### config.mk
export PLATFORM = sky130hd
export DESIGN_NAME = seq_divider
export DESIGN_NICKNAME = d
export VERILOG_FILES = /design/src/rtl/seq_divider.sv
export SDC_FILE = /design/constraint.sdc
export NUM_CORES = 1
export LEC_CHECK = 0
export CAP_MARGIN = 15
export CELL_PAD_IN_SITES_DETAIL_PLACEMENT = 1
export CELL_PAD_IN_SITES_GLOBAL_PLACEMENT = 2
export CORE_ASPECT_RATIO = 0.75
export CORE_MARGIN = 4
export CORE_UTILIZATION = 36
export CTS_BUF_LIST = sky130_fd_sc_hd__clkbuf_4
export CTS_CLUSTER_SIZE = 30
export DETAILED_ROUTE_END_ITERATION = 10
export PLACE_DENSITY_LB_ADDON = 0.1
export SYNTH_ARGS = -nofsm -noshare
export SYNTH_HDL_FRONTEND = slang
export SYNTH_SLANG_ARGS = --single-unit
### constraint.sdc
create_clock -name iClk -period 3.8 [get_ports iClk]
set_input_delay 0.57 -clock iClk [delete_from_list [all_inputs] [get_ports iClk]]
set_output_delay 0.57 -clock iClk [all_outputs]
set_load 0.005 [all_outputs]
### src/rtl/seq_divider.sv
// ============================================================================
// seq_divider : 32-bit sequential radix-2 non-restoring divider.
// Build option: define DIV_SIGNED_EN for two's-complement signed division.
// Rev 1.0
// ============================================================================
`default_nettype none

module seq_divider (
  input  logic        iClk,
  input  logic        nRst,
  input  logic        iStart,
  input  logic [31:0] iDividend,
  input  logic [31:0] iDivisor,
  output logic [31:0] oQuotient,
  output logic [31:0] oRemainder,
  output logic        oBusy,
  output logic        oDone,
  output logic        oDivZero
);

  typedef enum logic [1:0] {
    IDLE = 2'd0,
    CALC = 2'd1,
    FIX  = 2'd2,
    DONE = 2'd3
  } state_t;

  state_t      state;
  logic [5:0]  count;
  logic [32:0] rem;
  logic [31:0] quo;
  logic [31:0] dvs;
  logic        zero_pend;

  logic [32:0] shifted;
  logic [32:0] step;
  logic [31:0] fixed_rem;
  logic [31:0] mag_dividend;
  logic [31:0] mag_divisor;
  logic [31:0] res_q;
  logic [31:0] res_r;

`ifdef DIV_SIGNED_EN
  logic neg_q;
  logic neg_r;
`endif

  // The final remainder always lies in [0, dvs), so 32 bits suffice for the fix-up.
  always_comb begin
    shifted   = {rem[31:0], quo[31]};
    step      = rem[32] ? (shifted + {1'b0, dvs}) : (shifted - {1'b0, dvs});
    fixed_rem = rem[31:0] + (rem[32] ? dvs : 32'd0);
`ifdef DIV_SIGNED_EN
    mag_dividend = iDividend[31] ? (~iDividend + 32'd1) : iDividend;
    mag_divisor  = iDivisor[31]  ? (~iDivisor + 32'd1)  : iDivisor;
    res_q        = neg_q ? (~quo + 32'd1) : quo;
    res_r        = neg_r ? (~fixed_rem + 32'd1) : fixed_rem;
`else
    mag_dividend = iDividend;
    mag_divisor  = iDivisor;
    res_q        = quo;
    res_r        = fixed_rem;
`endif
  end

  always_ff @(posedge iClk or negedge nRst) begin
    if (!nRst) begin
      state      <= IDLE;
      count      <= 6'd0;
      rem        <= 33'd0;
      quo        <= 32'd0;
      dvs        <= 32'd0;
      zero_pend  <= 1'b0;
      oQuotient  <= 32'd0;
      oRemainder <= 32'd0;
      oBusy      <= 1'b0;
      oDone      <= 1'b0;
      oDivZero   <= 1'b0;
`ifdef DIV_SIGNED_EN
      neg_q      <= 1'b0;
      neg_r      <= 1'b0;
`endif
    end else begin
      oDone <= 1'b0;
      case (state)
        IDLE: begin
          if (iStart) begin
            oBusy    <= 1'b1;
            oDivZero <= 1'b0;
            count    <= 6'd0;
            rem      <= 33'd0;
            dvs      <= mag_divisor;
`ifdef DIV_SIGNED_EN
            neg_q    <= iDividend[31] ^ iDivisor[31];
            neg_r    <= iDividend[31];
`endif
            if (iDivisor == 32'd0) begin
              // Raw dividend is kept so it can be returned as the remainder.
              quo       <= iDividend;
              zero_pend <= 1'b1;
              state     <= DONE;
            end else begin
              quo       <= mag_dividend;
              state     <= CALC;
            end
          end
        end
        CALC: begin
          rem   <= step;
          quo   <= {quo[30:0], ~step[32]};
          count <= count + 6'd1;
          if (count == 6'd31) begin
            count <= 6'd0;
            state <= FIX;
          end
        end
        FIX: begin
          oQuotient  <= res_q;
          oRemainder <= res_r;
          oDone      <= 1'b1;
          state      <= DONE;
        end
        DONE: begin
          // A zero divisor spends one extra cycle here before publishing results.
          if (zero_pend) begin
            zero_pend  <= 1'b0;
            oQuotient  <= 32'hFFFF_FFFF;
            oRemainder <= quo;
            oDivZero   <= 1'b1;
            oDone      <= 1'b1;
          end else begin
            oBusy <= 1'b0;
            state <= IDLE;
          end
        end
        default: state <= IDLE;
      endcase
    end
  end

endmodule

`default_nettype wire

==> results of run 1 <==
==> through the flow <==
stage          hold WS [ns]  TNS, ns  util (%)  power [mW]
2_1_floorplan        0.2744        0         -       9.537
3_3_place_gp         0.4654        0     43.07       12.94
3_5_place_dp         0.4763  -0.1356     43.07       13.09
4_1_cts              0.4459        0     44.03       14.30
5_1_grt              0.4643  -0.2130     44.55       15.75
6_report             0.4769        0     44.55       14.44
==> cells in the mapped netlist, types with 3 or more instances <==
master | count | share of area [%]
clkbuf_1 | 51 | 1.7
o21bai_1 | 11 | 0.73
nor2_1 | 67 | 2.2
mux2_2 | 33 | 3.3
nand2_1 | 125 | 4.1
mux2i_1 | 44 | 3.9
ha_1 | 69 | 7.6
o211ai_1 | 9 | 0.59
o21ai_1 | 3 | 0.13
o31ai_1 | 7 | 0.46
a31oi_1 | 11 | 0.60
a21o_1 | 35 | 2.3
xnor2_1 | 35 | 2.7
a41oi_1 | 3 | 0.23
nand2b_1 | 8 | 0.44
and3_1 | 9 | 0.49
nor2b_1 | 16 | 0.88
nand4_1 | 15 | 0.82
nor3_1 | 16 | 0.70
a22oi_1 | 20 | 1.3
a211oi_2 | 3 | 0.33
or3_1 | 8 | 0.44
a211oi_1 | 9 | 0.59
dfrtp_1 | 173 | 38
inv_1 | 24 | 0.79
buf_1 | 6 | 0.20
or4_1 | 4 | 0.26
nand3_1 | 21 | 0.92
xor2_1 | 43 | 3.3
and2_1 | 34 | 1.9
a21oi_1 | 96 | 4.2
nor4_1 | 10 | 0.55
o22a_1 | 32 | 2.5
a21boi_0 | 3 | 0.20
a22o_1 | 5 | 0.38
o21ai_0 | 119 | 5.2
==> power by group <==
group	internal, mW	total (mW)	switching, mW
clock	0.294	1.12	0.830
combinational	4.28	9.63	5.35
sequential	2.71	3.69	0.981
==> sequential cells by signal, summed over array words and instances, names as in the netlist <==
signal	cells
zero_pend	1
quo	32
oBusy	1
oDone	1
oRemainder	32
oDivZero	1
oQuotient	32
rem	33
count	6
dvs	32
state	2
==> kinds of logic after synthesis <==
group | Yosys count
xor+xnor | 79
compound gates | 397
mux | 77
fa+ha+maj | 71
simple gates | 351
flops | 173
buf+inv | 85
==> metal layers <==
layer	share of wire (%)	vias to the layer above	global-route usage [%]
met3	3.2	24	3.920
met5	0	-	0
met1	50	5066	33.79
met2	46	135	34.50
met4	0.89	0	4.042
li1	-	4814	-
==> worst register-to-register path, stage by stage (launching register included) <==
cell	delay, ns
dfrtp_1	0.43
buf_4	0.16
nor2_2	0.23
a21oi_1	0.12
xor2_1	0.16
ha_1	0.41
and3_1	0.20
a221o_1	0.34
a31oi_1	0.20
o31a_1	0.33
nor3_2	0.21
a31oi_1	0.14
buf_4	0.17
or4_1	0.41
nand3_1	0.10
==> area by class of cell <==
cell class / instances / area (µm²) / area share (%)
timing repair buffer: 191 / 1808 / 13.01
sequential: 173 / 4332 / 31.18
multi-input combinational: 975 / 6867 / 49.43
antenna: 1 / 2.502 / 0.01801
clock buffer: 17 / 127.6 / 0.9187
clock inverter: 15 / 153.9 / 1.108
inverter: 25 / 93.84 / 0.6755
tap: 406 / 508.0 / 3.657
==> timing repair <==
action	in CTS	in global routing
hold endpoints to repair	70	0
setup endpoints to repair	4	12
hold buffers	1	0
buffers inserted	0	5
pin swaps	0	11
resized for setup	5	32
==> path summary, 6_finish.rpt <==
| check | endpoint |
|---|---|
| worst max-delay path | rem[30] |
| worst min-delay path | oQuotient[24] |
| worst max register to register | rem[30] |
| worst min register to register | oQuotient[27] |
| max in group asynchronous | oRemainder[7] |
| min in group iClk | oQuotient[27] |
==> results.json, run 1 <==
{
  "cts_num_sinks": 173,
  "root_buffer": "clkbuf_4",
  "die_y_um": 162.0,
  "fin_area_um2": 13890,
  "drt-initial-drc-count": 538,
  "startpoint_type": "flop",
  "final_cell_mix": "171 x dfrtp_1, 132 x clkdlybuf4s50_1, 122 x nand2_1",
  "synth_seq_cells": 173,
  "syn_nets": 1371,
  "yosys.area_share.xor_xnor_pct": 6.146,
  "drv_slew": 0,
  "yosysUniqueCellTypes": 79,
  "synth_edf_count": 0,
  "synth.area.mux_share_pct": 7.136,
  "rsz0062_at_grt": "yes",
  "netlist_area_um2": 11380,
  "drive_above_1_share_pct": 12.18,
  "instances_no_fill": 1803,
  "antenna_left": 0,
  "die_x_um": 213.3,
  "fill_cells": 3629,
  "cp.required_ns": 4.39,
  "dr_total_vias": 10040,
  "hold_viol": 0,
  "synthAdderAreaFrac_pct": 7.938,
  "skew_ns": 0.02614,
  "slew_headroom_pct": 26.32,
  "timing.rr.start": "dvs[1]",
  "r2r_cells": 14,
  "synth_compound_area_share_pct": 22.34,
  "drt_pre_antenna_iters": 5,
  "synthCells": 1233,
  "antenna_found_initial": 1,
  "p_leak_nw": 5.949,
  "critical-path-slowest-cell": "dfrtp_1",
  "grt-ovfl-total": 0,
  "p_per_area_nw_per_um2": 1040,
  "async_flop_share_pct": 100.0,
  "cts_inserted_buffers": 17,
  "post-route-period-util_pct": 96.62,
  "cp_top_family": "simple AND/OR/NAND/NOR gates",
  "path_max_fanout": 6,
  "setup-violations-final": 0,
  "r2r_slack_ns": 0.13,
  "synth_area_per_cell_um2": 9.229,
  "grt_max_degree": 104,
  "placed_area_um2": 13430,
  "max_cap_viol_count": 0,
  "gp_congestion": 0.8490,
  "critPathLaunch": "dvs[1]",
  "worstSetupPathDepth": 14,
  "routedWlPerCell_um": 21.59,
  "critPathKind": "reg -> reg",
  "cp.arrival_ns": 4.26,
  "cts_tree": "yes",
  "io_buffers": 133,
  "ir_worst_vdd_uv": 417.4,
  "track_usage_pct": 22.53,
  "nets": 1521,
  "maxClockFrequency_ghz": 0.2724,
  "ys.flop_type": "dfrtp_1",
  "place_inst": 1764,
  "ioPinCount": 134,
  "drc": 0,
  "cp-end-kind": "flop",
  "ctsHtreeMaxLevel": 4,
  "synth_top_family_by_area": "compound AO/OA/AOI/OAI gates",
  "fin_crit_ns": 3.672,
  "cts.clk_slew.worst_paths_ns": 0.18,
  "num_rows": 56,
  "final.setup.worst_slack_ns": 0.1284,
  "outcome": "complete, no violations",
  "yosysSeqAreaShare_pct": 38.04,
  "clockBufferDepth": 2,
  "area_growth_syn_to_layout_pct": 22.08,
  "start_util_pct": 36.50,
  "die-area_um2": 34550,
  "path_cells": "buf_4, nor2_2, a21oi_1, xor2_1, ha_1, and3_1, a221o_1, a31oi_1, o31a_1, nor3_2, a31oi_1, buf_4, or4_1, nand3_1",
  "via_per_inst": 5.568,
  "grt_pass1_vias": 10200,
  "hold_path_class": "in -> async",
  "wl_um": 38920,
  "final_common_cell": "dfrtp_1",
  "worstSkewPairLatency_ns": 0.65,
  "grt_pass1_wl_um": 60530,
  "place_ws_ns": -0.1006,
  "tightest_slew_ns": 1.094,
  "synth-simple-area-share_pct": 15.50,
  "dpl.hpwl_um": 29500,
  "cp_num_buf_inv": 2,
  "synth_warnings": 0,
  "cpPeakStageDelay_ns": 0.43,
  "core_um2": 31180
}
(Power assumes the default switching activity.)
==> run 2, diff against run 1 <==
Settings changed: CORE_ASPECT_RATIO 0.75 to 0.5, CORE_UTILIZATION 36 to 42, DONT_BUFFER_PORTS set to 1.
==> run 2 against run 1 <==
The flow now finishes with violations (negative hold slack). Sequential power is 5% higher. Clock power is 15% higher. Global-route usage is 3.1 points higher. First-iteration DRC count is 38% higher. Via count is 3.4% lower. Register-to-register slack better by 0.04 ns. Routed wire length is 2.0% lower. Sequential cell count stayed put. Die area is 13% lower. Worst hold slack worse by 0.89 ns. Final area is 9.4% lower. Fmax is 1.1% higher. Largest cell class unchanged.
==> results.json, run 2 (synthesized netlist as in run 1, its figures left out) <==
{
  "nets": 1389,
  "cts_tree": "yes",
  "routedWlPerCell_um": 23.59,
  "hold_ws_ns": -0.4102,
  "cts_inserted_buffers": 17,
  "setup-violations-final": 0,
  "ctsHtreeMaxLevel": 4,
  "p_leak_nw": 5.468,
  "outcome": "complete, but fails checks",
  "area_growth_syn_to_layout_pct": 10.60,
  "slew_headroom_pct": 38.51,
  "num_rows": 42,
  "max_cap_viol_count": 0,
  "io_buffers": 0,
  "place_ws_ns": -0.05953,
  "cp.arrival_ns": 4.19,
  "die_x_um": 240.8,
  "violations": "negative hold slack",
  "startpoint_type": "flop",
  "hold_path_class": "in -> async",
  "antenna_left": 0,
  "clockBufferDepth": 2,
  "timing.rr.start": "dvs[1]",
  "cts_num_sinks": 173,
  "post-route-period-util_pct": 95.53,
  "instances_no_fill": 1617,
  "finalPower_mw": 13.94,
  "core_um2": 26540,
  "dpl.hpwl_um": 29090,
  "drt-initial-drc-count": 743,
  "dr_total_vias": 9698,
  "worstSkewPairLatency_ns": 0.66,
  "ioPinCount": 134,
  "maxClockFrequency_ghz": 0.2755,
  "die-area_um2": 29950,
  "path_max_fanout": 5,
  "fin_crit_ns": 3.630,
  "grt_pass1_wl_um": 59870,
  "p_per_area_nw_per_um2": 1107,
  "root_buffer": "clkbuf_4",
  "cts-hold-fix-buffers": 17,
  "track_usage_pct": 25.67,
  "place_inst": 1560,
  "largest_reg_flops": 33,
  "cts.clk_slew.worst_paths_ns": 0.16,
  "regMostFlops": "rem",
  "drt_pre_antenna_iters": 5,
  "critPathKind": "reg -> reg",
  "start_util_pct": 42.88,
  "drv_slew": 0,
  "antenna_found_initial": 1,
  "critPathLaunch": "dvs[1]",
  "cp-end-kind": "flop",
  "via_per_inst": 5.998,
  "final.setup.worst_slack_ns": 0.1700,
  "grt_max_degree": 174,
  "drive_above_1_share_pct": 12.34,
  "drc": 0,
  "skew_ns": 0.02901,
  "cp.required_ns": 4.36,
  "grt_pass1_vias": 10010,
  "grt-ovfl-total": 0,
  "gp_congestion": 0.9071,
  "final_cell_mix": "169 x dfrtp_1, 121 x nand2_1, 113 x o21ai_0",
  "die_y_um": 124.4,
  "final_common_cell": "dfrtp_1",
  "ir_worst_vdd_uv": 395.1,
  "r2r_slack_ns": 0.17,
  "hold_viol": 173,
  "fin_util_pct": 47.43,
  "wl_um": 38140,
  "tightest_slew_ns": 0.9189
}
[run 2: final cells by class]
cell class	instances	area, µm²
Fill cell	3056	13950
Multi-Input combinational cell	975	6884
Sequential cell	173	4334
Timing Repair Buffer	59	498.0
Tap cell	352	440.4
Clock inverter	14	197.7
Clock buffer	18	135.1
Inverter	25	93.84
Antenna cell	1	2.502
[run 2: critical path, stage by stage (launching register included)]
cell and delay, ns:
dfrtp_1 0.46, inv_1 0.09, ha_2 0.26, inv_1 0.08
o21ai_0 0.16, fa_1 0.49, a21o_1 0.20, a221o_2 0.45
o311ai_4 0.29, a211oi_1 0.14, buf_4 0.17, and4b_1 0.22
o211ai_1 0.27, nand2b_4 0.11, a21o_1 0.16
[run 2: worst paths after layout]
check,cells after the start,endpoint
setup / recovery,14,rem[32]
hold / removal,0,oQuotient[7]
setup reg to reg,14,rem[32]
hold reg to reg,1,count[4]
max in group asynchronous,0,dvs[9]
min in group iClk,1,dvs[2]
[run 2: where the power goes]
group | switching [mW] | internal (mW)
sequential | 1.15 | 2.72
combinational | 5.23 | 3.55
clock | 0.795 | 0.493
[run 2: what timing repair did]
item	in CTS	in global routing
pin swaps	0	8
buffers inserted	0	7
endpoints found under the hold margin	190	173
setup endpoints to repair	2	11
resized for setup	3	39
[run 2: routing by layer]
layer,track usage [%],share of wire [%],up-vias
met5,0,0,-
met4,5.089,0.89,0
met3,4.801,5.3,24
met2,37.04,42,212
met1,39.93,52,4911
li1,-,-,4551
[run 2: through the flow]
stage / TNS (ns) / area, µm²
after global routing: -0.01888 / 12590
final: 0 / 12590
after floorplan: 0 / 11380
after CTS: 0 / 12390
after global placement: 0 / 11880
after detailed placement: -0.1058 / 11880
==> run 3, diff against run 2 <==
Settings changed: CORE_ASPECT_RATIO 0.5 to unset.
==> run 3 against run 2 <==
The flow still finishes with violations (negative hold slack). Clock power is 16% lower. Sequential share of layout area is 0.16 points higher. Worst setup slack better by 0.066 ns. Global-route usage is 1.9 points lower. Clock-buffer cell count is 1 lower. Highest routed layer unchanged. Largest cell class unchanged. Largest power group unchanged. Die area is 0.53% lower. Clock skew is 0.0072 ns higher.
==> results.json, run 3 (synthesized netlist as in run 1, its figures left out) <==
{
  "tightest_slew_ns": 1.088,
  "final_common_cell": "dfrtp_1",
  "p_per_area_nw_per_um2": 1092,
  "max_cap_viol_count": 0,
  "cp.arrival_ns": 4.03,
  "ioPinCount": 134,
  "drt-met1-wl_um": 17410,
  "cts_tree": "yes",
  "nets": 1396,
  "outcome": "complete, but fails checks",
  "setup-violations-final": 0,
  "met3_wirelength_um": 1408,
  "cts.clk_slew.worst_paths_ns": 0.19,
  "slew_headroom_pct": 27.50,
  "cp.required_ns": 4.26,
  "largest_reg_flops": 33,
  "drc": 0,
  "drv_slew": 0,
  "root_buffer": "clkbuf_4",
  "drive_above_1_share_pct": 13.54,
  "hold_path_class": "in -> async",
  "clockBufferDepth": 2,
  "highest_layer": "met4",
  "startpoint_type": "flop",
  "dpl.hpwl_um": 27450,
  "hold_viol": 173,
  "fin_setup_tns_ns": 0,
  "num_rows": 59,
  "cts_inserted_buffers": 17,
  "wl_um": 36150,
  "die_x_um": 172.6,
  "area_growth_syn_to_layout_pct": 9.951,
  "routedWlPerCell_um": 22.51,
  "place_inst": 1566,
  "cts_num_sinks": 173,
  "antenna_found_initial": 1,
  "drt-initial-drc-count": 622,
  "grt-ovfl-total": 0,
  "grt_pass1_wl_um": 57200,
  "path_max_fanout": 4,
  "drt_pre_antenna_iters": 5,
  "track_usage_pct": 23.73,
  "fin_crit_ns": 3.564,
  "ir_worst_vdd_uv": 478.3,
  "core_um2": 26350,
  "p_leak_nw": 5.477,
  "grt_pass1_vias": 9898,
  "wl_met2_um": 16660,
  "skew_ns": 0.03621,
  "instances_no_fill": 1606,
  "ctsHtreeMaxLevel": 4,
  "fill_cells": 3101,
  "dr_total_vias": 9634,
  "via_per_inst": 5.999,
  "maxClockFrequency_ghz": 0.2806,
  "regMostFlops": "rem",
  "critPathKind": "reg -> reg",
  "cp-end-kind": "flop",
  "violations": "negative hold slack",
  "final_cell_mix": "173 x dfrtp_1, 122 x nand2_1, 113 x o21ai_0",
  "grt_max_degree": 174,
  "start_util_pct": 43.18,
  "hold_ws_ns": -0.3587,
  "antenna_left": 0,
  "die-area_um2": 29790,
  "gp_congestion": 0.9037,
  "io_buffers": 0,
  "die_y_um": 172.6,
  "worstSkewPairLatency_ns": 0.58,
  "post-route-period-util_pct": 93.79,
  "fin_util_pct": 47.48
}
==> run 3: cell count changes in the layout (fill, tap and decap cells not counted), sizes merged <==
cell / delta
dlygate4sd3: -17
inv: -2
buf: +24
clkinv: +3
clkinvlp: +2
clkbuf: -1
bufinv: -3
==> run 3: final timing paths <==
| path | start | to | slack, ns | depth (start not counted) |
|---|---|---|---|---|
| max in group asynchronous | nRst | oRemainder[20] | 3.84 | 0 |
| setup / recovery | dvs[8] | rem[32] | 0.24 | 17 |
| setup reg to reg | dvs[8] | rem[32] | 0.24 | 17 |
| hold / removal | nRst | quo[11] | -0.36 | 0 |
| min in group iClk | iDivisor[7] | dvs[7] | 0.13 | 1 |
| hold reg to reg | count[4] | count[4] | 0.52 | 1 |
==> run 3: report_power, final <==
group / switching [mW] / internal, mW / total (mW)
clock: 0.800 / 0.294 / 1.09
sequential: 1.00 / 2.71 / 3.71
combinational: 5.10 / 3.76 / 8.86
total: 6.90 / 6.76 / 13.7
==> run 3: stage by stage <==
stage	cell area, µm²	setup slack [ns]	power, mW	hold slack, ns
5_1_grt	12510	-0.02444	14.97	-0.4389
6_report	12510	0.2358	13.67	-0.3587
4_1_cts	12320	0.006597	13.49	-0.4027
3_5_place_dp	12040	0.05633	12.36	0.2788
2_1_floorplan	11380	0.4082	9.537	0.2744
3_3_place_gp	12040	0.1279	12.18	0.2786
==> run 3: per-layer routing <==
metal | up-vias | track usage, %
met4 | 0 | 5.223
met5 | - | 0
li1 | 4563 | -
met2 | 173 | 38.27
met1 | 4864 | 33.97
met3 | 34 | 3.734
==> run 3: area by class of cell <==
cell class	count	area, µm²	area share, %
multi-input combinational	975	6855	54.79
sequential	173	4329	34.60
timing repair buffer	66	533.0	4.260
tap	335	419.2	3.350
clock inverter	14	151.4	1.210
clock buffer	17	127.6	1.020
inverter	25	93.84	0.7500
antenna	1	2.502	0.02000
==> run 3: worst max-delay path: stages, from the launching register on <==
cell       delay, ns
dfrtp_1         0.43
nor4_2          0.27
buf_4           0.19
nand4bb_4       0.17
nor4b_4         0.29
buf_4           0.18
a21oi_1         0.08
xnor2_1         0.14
ha_1            0.31
a21o_1          0.18
a21o_1          0.18
a21oi_2         0.16
a21boi_2        0.17
o21ai_1         0.06
buf_4           0.15
o211ai_1        0.24
nand2b_4        0.09
a21o_1          0.15
==> run 3: repair_timing <==
| action | in CTS | in global routing |
|---|---|---|
| gates resized for setup | 1 | 29 |
| pin swaps | 0 | 11 |
| setup buffers | 0 | 8 |
| endpoints found under the hold margin | 173 | 173 |
| setup endpoints to repair | 1 | 10 |
